==> src/rtl/button_counter.sv <==
// button_counter: two raw push-buttons are synchronized, debounced by a
// per-button FSM into single-cycle press pulses, and those pulses drive a
// WIDTH-bit up/down counter.
module button_counter #(
    parameter int unsigned DEBOUNCE_CYCLES = 100000,
    parameter int unsigned WIDTH           = 16
) (
    input  logic             clk,
    input  logic             reset_n,
    input  logic             btn_up,
    input  logic             btn_down,
    output logic             up_pulse,
    output logic             down_pulse,
    output logic [WIDTH-1:0] count_out
);

    localparam int unsigned NUM_BTN = 2;
    localparam int unsigned CNT_W   = (DEBOUNCE_CYCLES > 1) ? $clog2(DEBOUNCE_CYCLES) : 1;
    localparam logic [CNT_W-1:0] CNT_LAST = CNT_W'(DEBOUNCE_CYCLES - 1);

    typedef enum logic [1:0] {
        IDLE        = 2'd0,
        DEB_PRESS   = 2'd1,
        PRESSED     = 2'd2,
        DEB_RELEASE = 2'd3
    } deb_state_e;

    logic [NUM_BTN-1:0] btn_raw;
    logic [NUM_BTN-1:0] btn_pulse;

    // Index 0 is the up button, index 1 the down button.
    assign btn_raw = {btn_down, btn_up};

    for (genvar gi = 0; gi < NUM_BTN; gi++) begin : g_btn
        logic             sync1_q;
        logic             sync2_q;
        deb_state_e       state_q;
        deb_state_e       state_d;
        logic [CNT_W-1:0] cnt_q;
        logic [CNT_W-1:0] cnt_d;
        logic             pulse_q;
        logic             pulse_d;

        // Two-flop synchronizer; only the second stage is consumed.
        always_ff @(posedge clk or negedge reset_n) begin
            if (!reset_n) begin
                sync1_q <= 1'b0;
                sync2_q <= 1'b0;
            end else begin
                sync1_q <= btn_raw[gi];
                sync2_q <= sync1_q;
            end
        end

        // Debounce FSM state, window counter and registered press pulse.
        always_ff @(posedge clk or negedge reset_n) begin
            if (!reset_n) begin
                state_q <= IDLE;
                cnt_q   <= '0;
                pulse_q <= 1'b0;
            end else begin
                state_q <= state_d;
                cnt_q   <= cnt_d;
                pulse_q <= pulse_d;
            end
        end

        // Next-state logic: a level change is accepted only after a full
        // window of stable samples; any opposite sample aborts the window.
        always_comb begin
            state_d = state_q;
            cnt_d   = cnt_q;
            pulse_d = 1'b0;
            unique case (state_q)
                IDLE: begin
                    if (sync2_q) begin
                        state_d = DEB_PRESS;
                        cnt_d   = '0;
                    end
                end
                DEB_PRESS: begin
                    if (!sync2_q) begin
                        state_d = IDLE;
                    end else if (cnt_q == CNT_LAST) begin
                        state_d = PRESSED;
                        pulse_d = 1'b1;
                    end else begin
                        cnt_d = cnt_q + CNT_W'(1);
                    end
                end
                PRESSED: begin
                    if (!sync2_q) begin
                        state_d = DEB_RELEASE;
                        cnt_d   = '0;
                    end
                end
                DEB_RELEASE: begin
                    if (sync2_q) begin
                        state_d = PRESSED;
                    end else if (cnt_q == CNT_LAST) begin
                        state_d = IDLE;
                    end else begin
                        cnt_d = cnt_q + CNT_W'(1);
                    end
                end
                default: begin
                    state_d = IDLE;
                end
            endcase
        end

        assign btn_pulse[gi] = pulse_q;
    end

    logic [WIDTH-1:0] count_q;
    logic [WIDTH-1:0] count_d;

    // Counter next value: opposing pulses in the same cycle cancel.
    always_comb begin
        count_d = count_q;
        unique case (btn_pulse)
            2'b01:   count_d = count_q + WIDTH'(1);
            2'b10:   count_d = count_q - WIDTH'(1);
            default: count_d = count_q;
        endcase
    end

    // Counter register, wraps modulo 2^WIDTH in both directions.
    always_ff @(posedge clk or negedge reset_n) begin
        if (!reset_n) begin
            count_q <= '0;
        end else begin
            count_q <= count_d;
        end
    end

    assign up_pulse   = btn_pulse[0];
    assign down_pulse = btn_pulse[1];
    assign count_out  = count_q;

endmodule

==> config.mk <==
export PLATFORM = sky130hd
export DESIGN_NAME = button_counter
export DESIGN_NICKNAME = d
export VERILOG_FILES = /design/src/rtl/button_counter.sv
export SDC_FILE = /design/constraint.sdc
export NUM_CORES = 1
export LEC_CHECK = 0
export CORE_UTILIZATION = 40
export DETAILED_ROUTE_END_ITERATION = 6
export HOLD_SLACK_MARGIN = 0.02
export PLACE_DENSITY_LB_ADDON = 0.15
export RECOVER_POWER = 25
export SYNTH_ARGS = -nofsm -noshare
export SYNTH_HDL_FRONTEND = slang
export SYNTH_SLANG_ARGS = --single-unit
==> constraint.sdc <==
create_clock -name clk -period 3.65 [get_ports clk]
set_input_delay 0.73 -clock clk [delete_from_list [all_inputs] [get_ports clk]]
set_output_delay 0.73 -clock clk [all_outputs]
set_load 0.02 [all_outputs]
==> reports/results.tsv, run 1 <==
stage	metric	value	unit
critical_path	endpoint	count_out[12]$_DFFE_PN0P_	
yosys	yosys.cell_types.count	65	
placed_design	dp_hpwl	5594	µm
grt	grt_usage	0.1875	
clocking	cts.sinks	60	
clocking	holdBufCountCts	0	
cells_and_area	most-common-layout-cells	dfrtp_1, nor2_1, o21ai_0, xnor2_1, nand2_1	
detailed_routing	drt-initial-drc-count	149	
clocking	cts_buffers	9	
grt	grt_overflow	0	
detailed_routing	post-route-drc-count	0	
critical_path	reg2reg_from	up_pulse$_DFF_PN0_	
timing	final-setup-viol-count	0	
power_and_ir_drop	ir_drop	0.1560	mV
critical_path	crit_required	3.90	ns
power_and_ir_drop	pwr-share-seq	0.538	
timing	hold_viol	0	
clocking	insertion_delay	0.33	ns
timing	tns	0	ns
yosys	synth.avg_cell_area	8.970	µm²
clocking	cts_setup_buffers	0	
run	maxCapViolCount	1	
worst_hold_path	worstHoldPathType	reg2reg	
detailed_routing	routed_wirelength	8281	µm
detailed_routing	wire_per_inst	15.36	µm
detailed_routing	num_vias	3100	
critical_path	start_kind	register	
floorplan	die_x	98.24	µm
yosys	yosys_warnings	0	
grt	grt_max_degree	43	
clocking	postCtsResizedCells	0	
floorplan	dieArea	9651	µm²
critical_path	crit_path_end_kind	register	
power_and_ir_drop	clkPwrFrac	0.419	
floorplan	core-area	8848	µm²
cells_and_area	stdcell_count	539	
clocking	clk_pin_slew	0.07	ns
yosys	synth_edf_count	0	
clocking	clockBufferDepth	2	
yosys	syn_area	3705	µm²
clocking	cts_tree	yes	
grt	grt_antenna_before_repair	0	
timing	timing.final.crit_share	0.7264	
grt	grt_pass1_vias	3010	
floorplan	initial_core_util	0.4187	
placed_design	numPortBuffers	21	
detailed_routing	drtAntennaViolNets	0	
timing	period_needed	2.651	ns
cells_and_area	final_common_cell	dfrtp_1	
timing	rsz0062_at_grt	false	
critical_path	path_class	reg2reg	
critical_path	reg2reg_to	count_out[12]$_DFFE_PN0P_	
detailed_routing	vias_per_cell	5.751	
timing	slew_violations	38	
status	status	finished with violations	
placed_design	dp_cells	524	
floorplan	fp.dieH	98.24	µm
timing	finClkSkew	0.007303	ns
power_and_ir_drop	leakage	0.001667	µW
grt	grt_pass1_wl	14630	µm
critical_path	reg2reg_depth	11	
critical_path	startpoint	up_pulse$_DFF_PN0_	
yosys	ys_seq_area_frac	0.4053	
clocking	htree_levels	3	
cells_and_area	final_nets	436	
cells_and_area	area_growth	11.72	%
power_and_ir_drop	power.net_switching	307.4	µW
clocking	root_buffer	clkbuf_8	
power_and_ir_drop	p_int	972.4	µW
yosys	synth_flop_cell	dfrtp_1	
detailed_routing	firstDrtPassIters	6	
critical_path	worstPathArrival	2.91	ns
floorplan	ios	22	
power_and_ir_drop	p_per_area	309.2	nW/µm²
yosys	synth-seq-cells	60	
timing	slew_headroom	-0.3259	
yosys	synthArstFlopShare	1.000	
cells_and_area	diodes	0	
timing	tightest_slew	1.989	ns
timing	fin_hold_ws	0.3535	ns
cells_and_area	drive_above_1_share	0.07193	
status	violations	max-capacitance violations, max-slew violations	
critical_path	r2r_slack	1.0	ns
placed_design	gp_routability_congestion	0.8468	
power_and_ir_drop	p_comb_frac	0.043	
yosys	syn_inst	413	
yosys	syn_nets	422	
critical_path	cp_max_fo	42	
timing	fmax	0.3772	GHz
power_and_ir_drop	sw_frac_of_total	0.2402	
floorplan	num_rows	34	
==> area by class of cell <==
type | instances | area [µm²]
Fill cell | 881 | 4710
Multi-Input combinational cell | 320 | 2062
Sequential cell | 60 | 1501
Timing Repair Buffer | 24 | 226.5
Clock buffer | 13 | 158.9
Tap cell | 108 | 135.1
Inverter | 12 | 45.04
Clock inverter | 2 | 10.01
==> metrics by stage <==
stage | utilization | worst slack [ns] | cell area, µm² | power (µW)
after floorplan | - | 0.9035 | 3705 | 731.9
after global placement | 0.4488 | 1.163 | 3971 | 756.2
after detailed placement | 0.4488 | 1.017 | 3971 | 758.8
after CTS | 0.4679 | 1.003 | 4140 | 1299
after global routing | 0.4678 | 0.7821 | 4139 | 1338
final | 0.4678 | 0.9987 | 4139 | 1280
==> sequential cells by signal, summed over array words and instances (netlist names), named ones only <==
name,count
g_btn.sync2_q,2
g_btn.sync1_q,2
down_pulse,1
up_pulse,1
g_btn.state_q,2
count_out,16
g_btn.cnt_q,34
==> layer usage <==
metal / wire length [µm] / vias up / track usage
met5: 0 / - / 0
met4: 167 / 0 / 0.08152
met3: 266 / 12 / 0.03078
met2: 3873 / 67 / 0.2990
met1: 3973 / 1498 / 0.2519
li1: - / 1523 / -
==> cells by family after synthesis <==
logic type,synth area share
simple gates,0.2496
buf+inv,0.03816
xor+xnor,0.09456
mux,0.02330
fa+ha+maj,0.01689
flops,0.4053
compound gates,0.1722
==> critical path: stages, from the launching register on <==
cell,delay [ns]
dfrtp_1,0.38
inv_1,0.08
ha_1,0.14
buf_4,0.34
xor2_1,0.19
ha_1,0.20
nand4bb_1,0.13
and4_1,0.26
o22ai_1,0.28
nor2_1,0.09
a311oi_1,0.31
xnor2_1,0.15
==> cells in the mapped netlist, types with 8 or more instances <==
library cell,instances,area (µm²)
a21oi_1,10,50.05
and3_1,9,56.30
clkbuf_1,13,48.80
dfrtp_1,60,1501
inv_1,11,41.29
nand2_1,26,97.59
nand2b_1,8,50.05
nand3_1,17,85.08
nor2_1,49,183.9
nor3_1,14,70.07
nor4_1,8,50.05
o21ai_0,36,180.2
xnor2_1,29,254.0
xor2_1,11,96.34
==> worst min-delay path by stage <==
| stage | start | end | slack, ns | cells past startpoint |
|---|---|---|---|---|
| after floorplan | g_btn[0].sync1_q$_DFF_PN0_ | g_btn[0].sync2_q$_DFF_PN0_ | 0.33 | 0 |
| after global placement | g_btn[1].sync1_q$_DFF_PN0_ | g_btn[1].sync2_q$_DFF_PN0_ | 0.35 | 0 |
| after detailed placement | g_btn[1].sync1_q$_DFF_PN0_ | g_btn[1].sync2_q$_DFF_PN0_ | 0.34 | 0 |
| after CTS | g_btn[1].sync1_q$_DFF_PN0_ | g_btn[1].sync2_q$_DFF_PN0_ | 0.36 | 0 |
| after global routing | g_btn[1].sync1_q$_DFF_PN0_ | g_btn[1].sync2_q$_DFF_PN0_ | 0.37 | 0 |
| final | g_btn[1].sync1_q$_DFF_PN0_ | g_btn[1].sync2_q$_DFF_PN0_ | 0.35 | 0 |
==> power by group through the flow <==
| stage | registers [µW] | logic, µW | clock network, µW |
|---|---|---|---|
| 5_1_grt | 690 | 66.9 | 581 |
| 3_5_place_dp | 700 | 58.3 | 0 |
| 6_report | 688 | 55.5 | 536 |
| 3_3_place_gp | 700 | 56.2 | 0 |
| 2_1_floorplan | 698 | 34.4 | 0 |
| 4_1_cts | 688 | 58.1 | 553 |
Power figures use the tool's default switching activity.
==> run 2: changes to the inputs <==
clock period = 2.55 ns   (was 3.65 ns; I/O delays follow)
==> run 2 against run 1 <==
The run ends with design-rule violations left. Utilization rose by 1.6 points. Maximum frequency rose by 15%. Combinational power rose by 52%. Via count rose by 0.29%. Count of clock-buffer cells in the layout fell by 2. Sequential power rose by 43%. Critical path type unchanged. Global-route usage fell by 0.26 points. Die area did not move. Largest cell class unchanged. Final area rose by 3.4%.
==> reports/results.tsv, run 2 (synthesis gave the netlist of run 1 again) <==
stage	metric	value	unit	change
power_and_ir_drop	p_int	1502	µW	+54%
floorplan	dieArea	9651	µm²	unchanged
power_and_ir_drop	ir_drop	0.3723	mV	+140%
grt	grt_antenna_before_repair	0		unchanged
critical_path	crit_path_end_kind	register		
cells_and_area	final_nets	448		+2.8%
detailed_routing	vias_per_cell	5.632		-2.1%
cells_and_area	diodes	0		unchanged
cells_and_area	stdcell_count	552		+2.4%
timing	tns	0	ns	unchanged
worst_hold_path	worstHoldPathType	reg2reg		
cells_and_area	most-common-layout-cells	dfrtp_1, nor2_1, o21ai_0, xnor2_1, nand2_1		
cells_and_area	largest_register_ffs	34		unchanged
cells_and_area	area_growth	15.47	%	
critical_path	path_class	reg2reg		
power_and_ir_drop	power.net_switching	461.0	µW	+50%
cells_and_area	post-route-util	0.4835		+0.01570
critical_path	critPathSlowestCell	dfrtp_1		
power_and_ir_drop	power	1963	µW	+53%
floorplan	num_rows	34		unchanged
critical_path	cp_max_fo	8		-81%
timing	fmax	0.4333	GHz	+15%
critical_path	cp_cell_sequence	inv_1 -> ha_2 -> xor2_1 -> ha_1 -> nand4bb_1 -> and4_1 -> o22ai_2 -> nor2_1 -> a311oi_1 -> xnor2_1		
grt	grt_pass1_vias	2982		-0.93%
timing	hold_viol	0		unchanged
detailed_routing	num_vias	3109		+0.29%
clocking	cts.sinks	60		unchanged
timing	tightest_slew	1.360	ns	-0.6291 ns
power_and_ir_drop	p_comb_frac	0.043		about the same
clocking	cts_setup_buffers	0		unchanged
clocking	htree_levels	3		unchanged
detailed_routing	wire_per_inst	14.86	µm	-3.3%
run	maxCapViolCount	0		-1
cells_and_area	final_common_cell	dfrtp_1		
clocking	cts_buffers	9		unchanged
status	violations	design-rule violations		
grt	grt_max_degree	30		-30%
clocking	holdBufCountCts	0		unchanged
timing	period_needed	2.308	ns	-0.3433 ns
detailed_routing	drt-initial-drc-count	140		-6.0%
timing	slew_violations	0		-100%
timing	rsz0062_at_grt	false		
placed_design	dp_hpwl	5723	µm	+2.3%
power_and_ir_drop	leakage	0.001730	µW	+3.7%
placed_design	dp_cells	536		+2.3%
critical_path	start_kind	register		
cells_and_area	regMostFlops	g_btn.cnt_q		
floorplan	fp.dieH	98.24	µm	unchanged
clocking	clk_pin_slew	0.07	ns	about the same
power_and_ir_drop	clkPwrFrac	0.456		+0.037
power_and_ir_drop	sw_frac_of_total	0.2349		-0.005269
detailed_routing	post-route-drc-count	3		+3
detailed_routing	firstDrtPassIters	7		+1
critical_path	worstPathArrival	2.56	ns	-0.35 ns
status	status	finished with violations		
timing	final-setup-viol-count	0		unchanged
clocking	insertion_delay	0.33	ns	about the same
placed_design	numPortBuffers	21		unchanged
detailed_routing	routed_wirelength	8205	µm	-0.92%
clocking	clockBufferDepth	2		unchanged
grt	grt_usage	0.1848		-0.002641
power_and_ir_drop	p_per_area	458.8	nW/µm²	+48%
timing	slew_headroom	0.09353		+0.4194
detailed_routing	drtAntennaViolNets	0		unchanged
critical_path	crit_required	2.80	ns	-1.10 ns
grt	grt_overflow	0		unchanged
floorplan	ios	22		unchanged
cells_and_area	drive_above_1_share	0.1081		+0.03618
timing	finClkSkew	0.008848	ns	+0.001545 ns
critical_path	cp_slowest_stage_delay	0.37	ns	about the same
timing	timing.final.crit_share	0.9051		+0.1787
clocking	cts_tree	yes		
grt	grt_pass1_wl	14390	µm	-1.6%
floorplan	die_x	98.24	µm	unchanged
placed_design	gp_routability_congestion	0.8592		+1.5%
floorplan	core-area	8848	µm²	unchanged
clocking	root_buffer	clkbuf_8		
power_and_ir_drop	pwr-share-seq	0.501		-0.037
floorplan	initial_core_util	0.4187		unchanged
run 2: changes by cell type in the layout (fill, tap and decap cells not counted), sizes merged:
cell / before / now
bufinv: 0 / 1
clkinvlp: 0 / 4
buf: 3 / 14
clkinv: 3 / 1
clkbuf: 14 / 13
run 2: per-stage QoR:
stage / cell area, µm² / hold slack [ns] / setup WS (ns)
floorplan: 3715 / 0.2144 / 0.03238
finish: 4278 / 0.3532 / 0.2420
detailed placement: 4080 / 0.3371 / 0.2032
CTS: 4292 / 0.1931 / 0.1854
global placement: 4080 / 0.3392 / 0.3211
global route: 4278 / 0.3755 / 0.07809
run 2: repair_timing:
action | CTS | global route
hold endpoints to repair | 0 | 0
setup endpoints to repair | 0 | 1
gates resized for setup | 0 | 1
run 2: critical path, delay by kind of cell, from the launching register on:
family / cells / cell delay [ns]
flops: 1 / 0.37
compound gates: 2 / 0.50
xor+xnor: 2 / 0.32
fa+ha+maj: 2 / 0.48
buf+inv: 1 / 0.08
simple gates: 3 / 0.47
run 2: layout make-up:
type	count	area (µm²)
Fill cell	857	4571
Clock inverter	5	60.06
Timing Repair Buffer	36	314.1
Tap cell	108	135.1
Sequential cell	60	1501
Multi-Input combinational cell	320	2071
Clock buffer	11	151.4
Inverter	12	45.04
run 2: worst paths after layout:
check	from	to	slack, ns	cells after the start
max	up_pulse$_DFF_PN0_	count_out[12]$_DFFE_PN0P_	0.24	10
min	g_btn[0].sync1_q$_DFF_PN0_	g_btn[0].sync2_q$_DFF_PN0_	0.35	0
max reg2reg	up_pulse$_DFF_PN0_	count_out[12]$_DFFE_PN0P_	0.24	10
min reg2reg	g_btn[0].sync1_q$_DFF_PN0_	g_btn[0].sync2_q$_DFF_PN0_	0.35	0
max in group asynchronous	reset_n	g_btn[1].cnt_q[9]$_DFFE_PN0P_	0.68	2
min in group asynchronous	reset_n	count_out[5]$_DFFE_PN0P_	0.47	1
run 2: power by group through the flow:
stage               Sequential [µW]  Combinational (µW)  Clock, µW
global placement               1000                89.5          0
detailed placement             1000                91.4          0
global route                    987                98.5        970
floorplan                       998                49.2          0
CTS                             984                91.6        934
finish                          984                84.5        894
run 2: metal layers:
| metal | share of wire | vias to the layer above | wire length, µm | global-route usage |
|---|---|---|---|---|
| met5 | 0 | - | 0 | 0 |
| met4 | 0.012 | 0 | 97 | 0.06085 |
| met3 | 0.041 | 8 | 335 | 0.04223 |
| met2 | 0.47 | 74 | 3872 | 0.2936 |
| met1 | 0.48 | 1477 | 3899 | 0.2495 |
| li1 | - | 1550 | - | - |
==> RTL change 1 (config.mk and constraints of run 1) <==
Add an input register stage for `btn_up` and `btn_down`, cleared by the reset; this delays them by one clock.
--- a/src/rtl/button_counter.sv
+++ b/src/rtl/button_counter.sv
@@ -26,9 +26,22 @@
     } deb_state_e;
 
+    logic btn_up_q;
+    logic btn_down_q;
+
+    always_ff @(posedge clk or negedge reset_n) begin
+        if (!reset_n) begin
+            btn_up_q   <= '0;
+            btn_down_q <= '0;
+        end else begin
+            btn_up_q   <= btn_up;
+            btn_down_q <= btn_down;
+        end
+    end
+
     logic [NUM_BTN-1:0] btn_raw;
     logic [NUM_BTN-1:0] btn_pulse;
 
     // Index 0 is the up button, index 1 the down button.
-    assign btn_raw = {btn_down, btn_up};
+    assign btn_raw = {btn_down_q, btn_up_q};
 
     for (genvar gi = 0; gi < NUM_BTN; gi++) begin : g_btn
Check against the original RTL: same outputs for any inputs over 10 cycles, from zero or initial values and one cycle with reset_n low; that may be too few to reach the edited logic, so the function may still have changed.
==> RTL change 1 against run 1 <==
  * Largest cell class unchanged
  * Setup slack better by 0.082 ns
  * Utilization down 0.63 points
  * First-iteration DRC count decreased by 10%
  * Total power rose by 9.6%
  * Critical path type unchanged
  * Via count fell by 1.1%
  * Routed wire length shrank 1.4%
  * Final area rose by 2.5%
  * Sequential cell count up 2
  * The flow still finishes with violations (capacitance limit, slew limit)
  * Synthesized area up 2.3%
  * Global-route usage down 0.68 points
  * Final cell count decreased by 0.37%
  * Fmax up 3.2%
  * Clock power is 19% higher
==> RTL change 1: results (changes against run 1) <==
----------------------------------------------------
[STA]
  Max Slew Vio Count ... 63 (+66%)
  F_max ... 389 MHz (+3.2%)
  Clock Skew ... 0.00785 ns (+0.000544 ns)
  Final Hold Violating Endpoints ... 0 (unchanged)
  Max-slew headroom ... -5.70% (+27 points)
  Fin Hold WS ... 0.351 ns (-0.00222 ns)

[GRT]
  Largest net degree at the start of global routing ... 63 (+47%)
  Met2 Track Usage GR ... 28.8% (-1.1 points)
  Met3 routing resource usage after global routing ... 3.02% (-0.056 points)
  Global routing usage summed across all routing layers ... 18.1% (-0.68 points)
  Global-route wire length before repair ... 14.1 mm (-3.6%)
  GR met1 Demand/Resource ... 24.4% (-0.78 points)
  Via count of the first global-routing pass ... 2,891 (-4.0%)

[Placement]
  Pre-CTS setup slack ... 1.09 ns (+0.0768 ns)
  Number of cells in the design after placement ... 521 (-0.57%)
  Detailed placement HPWL ... 5.36 mm (-4.1%)
  RePlAce Congestion ... 0.769 (-9.1%)
  Post-place instance area ... 4040 µm² (+1.8%)

[Cells and area]
  Number of nets at the end of the flow ... 430 (-1.4%)
  Fraction of final layout cells sized beyond drive strength 1 ... 8.22% (+1.0 points)
  Fill cells ... 908 (+3.1%)
  Top reg by flops ... g_btn.cnt_q

[Routing]
  Drt first pass iters ... 4 (-2)
  Detailed Route WL ... 8.17 mm (-1.4%)
  Post-DR vias/cell ... 5.71 (-0.73%)
  Sum of routed wire segments on met1 ... 3.97 mm (-0.20%)
  Met2 WL ... 3.90 mm (+0.75%)
  Met3 WL post-DR ... 204 µm (-23%)
  Number of violations reported at the end of detailed-routing iteration 0 ... 134 (-10%)

[Yosys]
  Unique masters post-synth ... 66 (+1.5%)
  Parity-gate share of the synthesized area counting xor and xnor cells ... 9.02% (-0.44 points)
  Share of synthesized area occupied by flip-flops and latches ... 41.0% (+0.42 points)
  Multiplexer area fraction after synthesis ... 2.25% (-0.085 points)
  Complex-gate fraction of the synthesized area ... 18.1% (+0.87 points)
  Top area cells in the synthesized netlist ... dfrtp_1 41%, nor2_1 4.9%, xnor2_1 4.6%
  Share of synthesized cell area in full adder, half adder and majority cells ... 1.65% (-0.037 points)
  Commonest cells in the synthesized netlist ... 62 x dfrtp_1, 49 x nor2_1, 21 x nand2_1
  Syn nets ... 418 (-0.95%)
  Average footprint of a synthesized cell ... 9.26 µm² (+3.3%)

[Critical path]
  Worst-path maximum fanout ... 51 (+21%)
  Reg2Reg Capture Point ... count_out[15]
  Worst path arrival time ... 2.81 ns (-0.10 ns)
  FF-to-FF path depth ... 9 (-2)
  Slowest cell on the critical path ... or3b_1
  Delay of the slowest cell on the worst path ... 0.45 ns (+0.07 ns)
  Flop2flop setup slack ... 1.08 ns (+0.08 ns)

[Power]
  Leak ... 0.00173 µW (+4.0%)
  Peak ir drop on the vdd network ... 0.000178 V (+14%)

[Clock tree]
  Insertion delay of the later-clocked pin in the worst-skew pair ... 0.35 ns (+0.02 ns)

[Run status]
  Failing checks ... capacitance limit, slew limit
  Status ... finished with violations

[Job]
  Max Cap Violations ... 1 (unchanged)

[Min path]
  Path type of the worst min-delay path ... reg2reg

----------------------------------------------------
## RTL change 1: cell types whose count changed after synthesis, moves of 5 or more
cell and delta:
xnor2_1 -9, buf_2 +6, xor2_1 +8, nand2_1 -5, o21ai_0 -16, nand4_1 +5, nor3_1 -6, and3_1 -5
nor2b_1 +8, and2_1 +5
## RTL change 1: area by class of cell
| cell class | count | area (µm²) | share of cell area [%] |
|---|---|---|---|
| Clock inverter | 7 | 81.3 | 1.92 |
| Timing Repair Buffer | 24 | 225 | 5.31 |
| Tap cell | 111 | 139 | 3.27 |
| Inverter | 9 | 33.8 | 0.796 |
| Clock buffer | 9 | 124 | 2.92 |
| Multi-Input combinational cell | 315 | 2090 | 49.2 |
| Sequential cell | 62 | 1550 | 36.6 |
## RTL change 1: where the power goes
group          switching (µW)  leakage (µW)  internal [µW]
Clock                     315      0.000101            325
Combinational            34.2      0.000789           16.5
Sequential               13.2      0.000843            699
Total                     363       0.00173           1040
==> RTL change 2 (settings of run 1) <==
Made on the original files. Set the parameter `DEBOUNCE_CYCLES` to 50000 (it was 100000).
--- a/src/rtl/button_counter.sv
+++ b/src/rtl/button_counter.sv
@@ -3,5 +3,5 @@
 // WIDTH-bit up/down counter.
 module button_counter #(
-    parameter int unsigned DEBOUNCE_CYCLES = 100000,
+    parameter int unsigned DEBOUNCE_CYCLES = 50000,
     parameter int unsigned WIDTH           = 16
 ) (
Check against the original RTL: no difference found for any inputs over 10 cycles, from zero or initial values and one cycle with reset_n low; that may be too few to reach the edited logic, so the function may still have changed.
==> RTL change 2 against run 1 <==
  * The run still ends with capacitance limit, slew limit left
  * Largest cell class unchanged
  * Setup slack improved by 0.027 ns
  * Total power increased by 3.1%
  * Sequential share of layout area increased by 0.17 points
  * Routed wire length down 9.9%
  * Utilization rose by 0.74 points
  * Final area is 3.8% lower
  * Sequential cell count down 2
  * Synthesized cell count down 8.0%
  * Synthesized area fell by 4.2%
==> RTL change 2: results (changes against run 1) <==
----------------------------------------------------
[Run status]
  Status ... finished with violations
  Failing checks ... capacitance limit, slew limit

[Cells and area]
  Fraction of final layout cells sized beyond drive strength 1 ... 8.79% (+1.6 points)
  Count of buffers not belonging to the clock network in the layout ... 23 (-4.2%)
  Combined area of the multi-input logic cells ... 1950 µm² (-5.6%)
  Number of flip-flops under the largest register name ... 32 (-5.9%)
  Number of clock buffers in the layout ... 10 (-3)
  Clock network area share ... 5.12% (+1.0 points)

[Routing]
  Drt first pass iters ... 4 (-2)
  Post-DR vias/cell ... 5.66 (-1.6%)
  Met2 WL ... 3.49 mm (-9.9%)
  Met3 WL post-DR ... 252 µm (-5.3%)
  Number of violations reported at the end of detailed-routing iteration 0 ... 106 (-29%)

[STA]
  Max Slew Vio Count ... 29 (-24%)
  Clock Skew ... 0.00899 ns (+0.00169 ns)
  Fin Hold WS ... 0.350 ns (-0.00313 ns)
  Max-slew headroom ... -5.25% (+27 points)
  Setup slack after layout ... 1.03 ns (+0.0267 ns)

[Placement]
  Detailed placement HPWL ... 4.94 mm (-12%)
  RePlAce Congestion ... 0.856 (+1.1%)

[GRT]
  Global-route wire length before repair ... 12.7 mm (-13%)
  Via count of the first global-routing pass ... 2,643 (-12%)

[Power]
  Peak ir drop on the vdd network ... 0.000154 V (-1.3%)
  Leak ... 0.00161 µW (-3.5%)

[Job]
  Max Cap Violations ... 1 (unchanged)

[Yosys]
  Commonest cells in the synthesized netlist ... 58 x dfrtp_1, 39 x nor2_1, 30 x nand2_1
  Share of synthesized area occupied by flip-flops and latches ... 40.9% (+0.38 points)

[Critical path]
  Worst-path maximum fanout ... 24 (-43%)
  Worst path arrival time ... 2.88 ns (-0.03 ns)
  Delay of the slowest cell on the worst path ... 0.44 ns (+0.06 ns)

----------------------------------------------------
[RTL change 2: cell types whose count changed after synthesis, moves of 5 or more]
cell     before  now
a21oi_1      10   15
and3_1        9    2
nor2_1       49   39
nor4_1        8    2
o21ai_0      36   16
o21ai_1       1    8
o31ai_1       5   11
xnor2_1      29   17
xor2_1       11   21
[RTL change 2: per-layer routing]
layer	global-route usage, %	vias up
li1	-	1402
met4	7.21	0
met5	0	-
met3	2.84	12
met2	28.0	63
met1	24.4	1371
[RTL change 2: kinds of logic (layout without fill, tap and decap cells)]
kind of cell,count (synthesis),in the layout,share of synthesized area (%)
xor gates and xnor gates,38,38,9.38
adders and majority gates,5,5,1.76
and+or+nand+nor,150,150,23.3
DFF,58,58,40.9
AOI/OAI and AO/OA,90,90,17.7
buffers and inverters,30,48,4.27
muxes,9,9,2.64
[RTL change 2: per-stage QoR]
step,instances,power [µW]
after detailed placement,487,733
after global placement,487,730
final,503,1320
after CTS,503,1340
after global routing,503,1380
after floorplan,380,710
